## config.mk

```make
export PLATFORM = sky130hd
export DESIGN_NAME = isb_fetch_ctrl
export DESIGN_NICKNAME = d
export VERILOG_FILES = /design/src/rtl/isb_pkg.sv /design/src/rtl/isb_credit_cnt.sv /design/src/rtl/isb_fetch_ctrl.sv
export SDC_FILE = /design/constraint.sdc
export NUM_CORES = 1
export LEC_CHECK = 0
export ABC_AREA = 0
export BUFFER_PORTS_ARGS = -buffer_cell sky130_fd_sc_hd__buf_2
export CORE_ASPECT_RATIO = 0.8
export CORE_MARGIN = 2
export CORE_UTILIZATION = 51
export DETAILED_ROUTE_END_ITERATION = 7
export PLACE_DENSITY = 0.86
export SYNTH_ARGS = -nofsm -noshare
export SYNTH_HDL_FRONTEND = slang
export SYNTH_SLANG_ARGS = --single-unit
```

## constraint.sdc

```tcl
create_clock -name clk -period 3.5 [get_ports clk]
set_input_delay 0.175 -clock clk [delete_from_list [all_inputs] [get_ports clk]]
set_output_delay 0.175 -clock clk [all_outputs]
set_load 0.01 [all_outputs]
```

## src/rtl/isb_pkg.sv

```systemverilog
// Shared definitions for the instruction stream buffer fetch path.
`timescale 1ns/1ps
package isb_pkg;
  localparam int ISB_DEPTH = 32;
  localparam int INSTR_W   = 16;
  localparam int PC_W      = 16;
  // Width used for buffered + in-flight occupancy sums; wide enough never to wrap.
  localparam int SUM_W     = 7;

  typedef enum logic [1:0] {
    IDLE  = 2'd0,
    FETCH = 2'd1,
    DRAIN = 2'd2
  } fetch_state_e;
endpackage

```

## src/rtl/isb_credit_cnt.sv

```systemverilog
// In-flight / discard counter pair plus the issue-allowed credit compare.
`timescale 1ns/1ps
module isb_credit_cnt import isb_pkg::*; #(
  parameter int DEPTH   = ISB_DEPTH,
  parameter int MAX_OUT = 4,
  parameter int CNT_W   = $clog2(MAX_OUT + 1)
) (
  input  logic             clk,
  input  logic             rst_n,
  input  logic             grant,
  input  logic             rvalid,
  input  logic             redirect,
  input  logic [5:0]       buf_count,
  output logic [CNT_W-1:0] inflight,
  output logic [CNT_W-1:0] discard,
  output logic             rsp_ok,
  output logic             keep,
  output logic             room
);
  logic [SUM_W-1:0] used;

  // Buffered plus outstanding words must stay below the buffer size.
  assign used   = SUM_W'(buf_count) + SUM_W'(inflight);
  assign room   = (used < SUM_W'(DEPTH)) && (inflight < CNT_W'(MAX_OUT));
  // A response with nothing outstanding is ignored entirely.
  assign rsp_ok = rvalid && (inflight != '0);
  // Responses are kept only when nothing stale is ahead and no redirect is dropping them.
  assign keep   = rsp_ok && (discard == '0) && !redirect;

  // Track outstanding words and how many of them belong to a flushed stream.
  always_ff @(posedge clk or negedge rst_n) begin
    if (!rst_n) begin
      inflight <= '0;
      discard  <= '0;
    end else begin
      inflight <= inflight + CNT_W'(grant) - CNT_W'(rsp_ok);
      if (redirect)
        discard <= inflight - CNT_W'(rsp_ok);
      else if (rsp_ok && (discard != '0))
        discard <= discard - 1'b1;
    end
  end
endmodule

```

## src/rtl/isb_fetch_ctrl.sv

```systemverilog
// Fetch sequencer keeping the ISB filled; flushes and restarts on redirect.
// Optional: define ISB_FETCH_PERF_EN to add saturating stall/discard counters.
`timescale 1ns/1ps
module isb_fetch_ctrl import isb_pkg::*; #(
  parameter int              DEPTH    = ISB_DEPTH,
  parameter int              MAX_OUT  = 4,
  parameter logic [PC_W-1:0] RESET_PC = '0
) (
  input  logic               clk,
  input  logic               rst_n,
  input  logic               enable,
  input  logic               pause,
  input  logic               redirect_valid,
  input  logic [PC_W-1:0]    redirect_pc,
  output logic               mem_req,
  output logic [PC_W-1:0]    mem_addr,
  input  logic               mem_gnt,
  input  logic               mem_rvalid,
  input  logic [INSTR_W-1:0] mem_rdata,
  input  logic [5:0]         buf_count,
  output logic               buf_push,
  output logic [INSTR_W-1:0] buf_data,
  output logic               buf_flush,
  output logic               busy
`ifdef ISB_FETCH_PERF_EN
  ,
  output logic [31:0]        perf_stall_cnt,
  output logic [15:0]        perf_discard_cnt
`endif
);
  localparam int CNT_W = $clog2(MAX_OUT + 1);

  fetch_state_e     state;
  logic [PC_W-1:0]  pc;
  logic             flush_q;
  logic [CNT_W-1:0] inflight, discard;
  logic             rsp_ok, keep, room, fire, stale_left, drain_done;

  isb_credit_cnt #(.DEPTH(DEPTH), .MAX_OUT(MAX_OUT), .CNT_W(CNT_W)) u_credit (
    .clk(clk), .rst_n(rst_n), .grant(fire), .rvalid(mem_rvalid),
    .redirect(redirect_valid), .buf_count(buf_count), .inflight(inflight),
    .discard(discard), .rsp_ok(rsp_ok), .keep(keep), .room(room)
  );

  // Redirect suppresses issue in its own cycle, which is how an ungranted request is withdrawn.
  assign mem_req    = (state == FETCH) && enable && !pause && !redirect_valid && room;
  assign fire       = mem_req && mem_gnt;
  assign mem_addr   = pc;
  assign buf_push   = keep;
  assign buf_data   = mem_rdata;
  assign buf_flush  = flush_q;
  assign busy       = (state != IDLE);
  // Words still owed by memory after this cycle's response belong to the old stream.
  assign stale_left = (inflight != CNT_W'(rsp_ok));
  assign drain_done = (discard == '0) || ((discard == CNT_W'(1)) && rsp_ok);

  // Fetch FSM, fetch PC and the flush pulse one cycle after a redirect.
  always_ff @(posedge clk or negedge rst_n) begin
    if (!rst_n) begin
      state   <= IDLE;
      pc      <= RESET_PC;
      flush_q <= 1'b0;
    end else begin
      flush_q <= redirect_valid;
      if (redirect_valid) begin
        pc    <= redirect_pc;
        state <= stale_left ? DRAIN : FETCH;
      end else begin
        if (fire) pc <= pc + 1'b1;
        case (state)
          IDLE:    if (enable) state <= FETCH;
          FETCH:   if (!enable && (inflight == '0)) state <= IDLE;
          DRAIN:   if (drain_done) state <= FETCH;
          default: state <= IDLE;
        endcase
      end
    end
  end

`ifdef ISB_FETCH_PERF_EN
  // Saturating counts of starved fetch cycles and of dropped responses.
  always_ff @(posedge clk or negedge rst_n) begin
    if (!rst_n) begin
      perf_stall_cnt   <= '0;
      perf_discard_cnt <= '0;
    end else begin
      if ((state == FETCH) && enable && !mem_req && (perf_stall_cnt != '1))
        perf_stall_cnt <= perf_stall_cnt + 1'b1;
      if (rsp_ok && !keep && (perf_discard_cnt != '1))
        perf_discard_cnt <= perf_discard_cnt + 1'b1;
    end
  end
`endif

`ifndef SYNTHESIS
  // Memory must never return a word that was not requested.
  a_no_orphan_rsp: assert property (@(posedge clk) disable iff (!rst_n)
    mem_rvalid |-> (inflight != '0));
`endif
endmodule

```

==> run summary <==
number of synthesized flops with an enable pin: 0
GRT Residual Overflow: 0
type of the worst setup path: flip-flop to flip-flop
RSZ-0062 raised after global routing: false
clock-pin slew on the worst setup and hold paths: 90 ps
CTS tree: built
Final setup viols: 0
measured slew at the worst slew-check pin: 574 ps
Net Count, Synth: 245
DRT Pass-1 Iters: 5
count leader, synth: dfrtp_1
startpoint types: flip-flop
Core Rows: 19
top cells by count, synth: 25 x dfrtp_1, 22 x nand2_1, 17 x buf_4
worst path arrival time: 3010 ps
clock root cell: clkbuf_8
DRC: 0
crit-path max FO: 18
critical path endpoint category: flip-flop
number of port buffers: 48
Clock Path Buffers: 2
DIE HEIGHT: 56.6 µm
vias in the first global route: 1424
relative slew slack: 61.7%
IO Pins: 81
library cells used by synthesis: 51
CTS Sinks: 25
P per Cell Area: 506 mW/mm²
vias after detailed routing: 1454
maxcap violations: 0
vias per inst: 5.55
ys flop type: dfrtp_1
GP Congestion: 0.830
P_leak: 0.919 nW
# fillers: 331
largest net degree at the start of global routing: 26
skew final: 2.78 ps
Max IR drop VDD: 0.000200 V
Slew Viols, Final: 0
minimum clock period: 2860 ps
All-Layer GR Usage: 20.9%
final setup margin: 638 ps
Crit. Startpoint: u_credit.inflight[2]
Seq/Total Area, Yosys: 35.5%
Setup TNS: 0 ps
Crit path required time: 3650 ps
status: completed
dpl ws: 649 ps
layout cells sized above 1: 29.1%
Routed Antenna Nets: 0
initial antenna violation count: 0
Yosys Warn Count: 0
placed wire-length estimate: 2850 µm
period utilization: 81.8%
Final Hold Vio Count: 0
core area: 0.00338 mm²
Post-Synthesis Cell Area: 0.00176 mm²
die area: 0.00394 mm²
Async S/R FF share, synth: 100%
worst r2r src: u_credit.inflight[2]
leading post-synthesis cells by cell area: dfrtp_1 36%, buf_4 7.2%, ha_1 7.1%
Synth Instances: 189
Starting Density: 52.2%
reg2reg end: u_credit.inflight[2]
Final nets: 277
R2R depth: 10
last element of the critical path: u_credit.inflight[2]
wire length of the first global-routing pass: 6640 µm
P&R area growth vs syn: 10.2%
final wirelength: 3800 µm
area of the multi-input gates: 918 µm²
DIE WIDTH: 69.7 µm
Final Util: 57.5%
wire per inst: 14.5 µm
post-cts resize count: 0
Yosys top cell by area: dfrtp_1
Synth Register Bits: 25
register area: 626 µm²
drt first-iter violations: 118
Hold Path Class: input port to flip-flop
Worst R2R Setup Slack: 640 ps
Num CTS Buffers: 3
Antenna Cells: 0
worst-skew pair later-pin latency: 270 ps
htree depth: 1
Avg Cell Area, Syn: 9.32 µm²
maximum clock rate: 0.349 GHz
share of the synthesized area in the top cell type: 35.5%
==> timing repair <==
item | 4_1_cts | 5_1_grt
endpoints found under the hold margin | 25 | 0
buffers inserted | 0 | 0
hold buffers | 1 | 0
==> worst max-delay path: stages (launching register included) <==
cell     delay (ps)
dfrtp_1         530
ha_1            310
a21oi_1         260
a21oi_4         130
or2_1           440
inv_1           210
ha_1            160
inv_1            50
fa_1            380
xnor2_1         150
xnor2_1         130
==> cells by family after synthesis <==
logic type,synth area share (%)
muxes,0.568
xor gates and xnor gates,2.98
and+or+nand+nor,23.4
adders and majority gates,8.24
buffers and inverters,12.4
AOI/OAI and AO/OA,17.0
DFF,35.5
==> routing by layer <==
layer | global-route usage (%) | wire, µm | up-vias
met5 | 0 | 0 | -
met4 | 3.57 | 27 | 0
met3 | 3.95 | 247 | 2
met2 | 33.7 | 1650 | 47
met1 | 30.2 | 1870 | 680
li1 | - | - | 725
==> worst min path at each step <==
stage                              end  slack, ps            start  cells past startpoint
final                     mem_addr[13]        110  redirect_pc[13]                      3
after detailed placement  mem_addr[11]        210            rst_n                      1
after global placement    mem_addr[14]        200            rst_n                      1
after floorplan              buf_flush       -120            rst_n                      0
after global routing      mem_addr[11]        130  redirect_pc[11]                      2
after CTS                 mem_addr[13]        110  redirect_pc[13]                      3
==> registers in the layout, indices dropped and copies added, names as in the netlist <==
register	cells
u_credit.inflight	3
buf_flush	1
state	2
mem_addr	16
u_credit.discard	3
==> cell type report <==
class	instances	share of cell area (%)
Timing Repair Buffer	49	12.9
Inverter	13	2.51
Tap cell	42	2.71
Multi-Input combinational cell	129	47.3
Clock buffer	4	2.32
Sequential cell	25	32.2
==> power breakdown <==
part | internal (mW) | leakage, nW | switching [mW]
combinational | 0.174 | 0.598 | 0.200
sequential | 0.354 | 0.298 | 0.0809
clock | 0.0815 | 0.0228 | 0.0931
==> placed cells by master, fill, tap and decap left out, drive strengths merged, types with 2 or more instances in the layout <==
cell type / count
nor3b: 3
a31oi: 4
nor2: 10
xnor2: 5
a21boi: 2
nand3: 8
or3: 5
o211ai: 2
nand4: 3
nor4: 5
or2: 2
o21ai: 11
a221o: 7
nor4b: 3
and3: 3
nor3: 5
dfrtp: 25
a21o: 2
buf: 48
nand2: 22
a21bo: 2
clkbuf: 4
ha: 10
a21oi: 3
inv: 13
==> metrics by stage <==
| step | std cells | hold slack [ps] | cell area (µm²) | total power [mW] |
|---|---|---|---|---|
| finish | 262 | 113 | 1940 | 0.983 |
| global route | 262 | 126 | 1940 | 1.07 |
| CTS | 262 | 110 | 1940 | 0.989 |
| detailed placement | 257 | 213 | 1890 | 0.813 |
| global placement | 257 | 204 | 1890 | 0.794 |
| floorplan | 189 | -121 | 1760 | 0.724 |
Power figures use the tool's default switching activity.
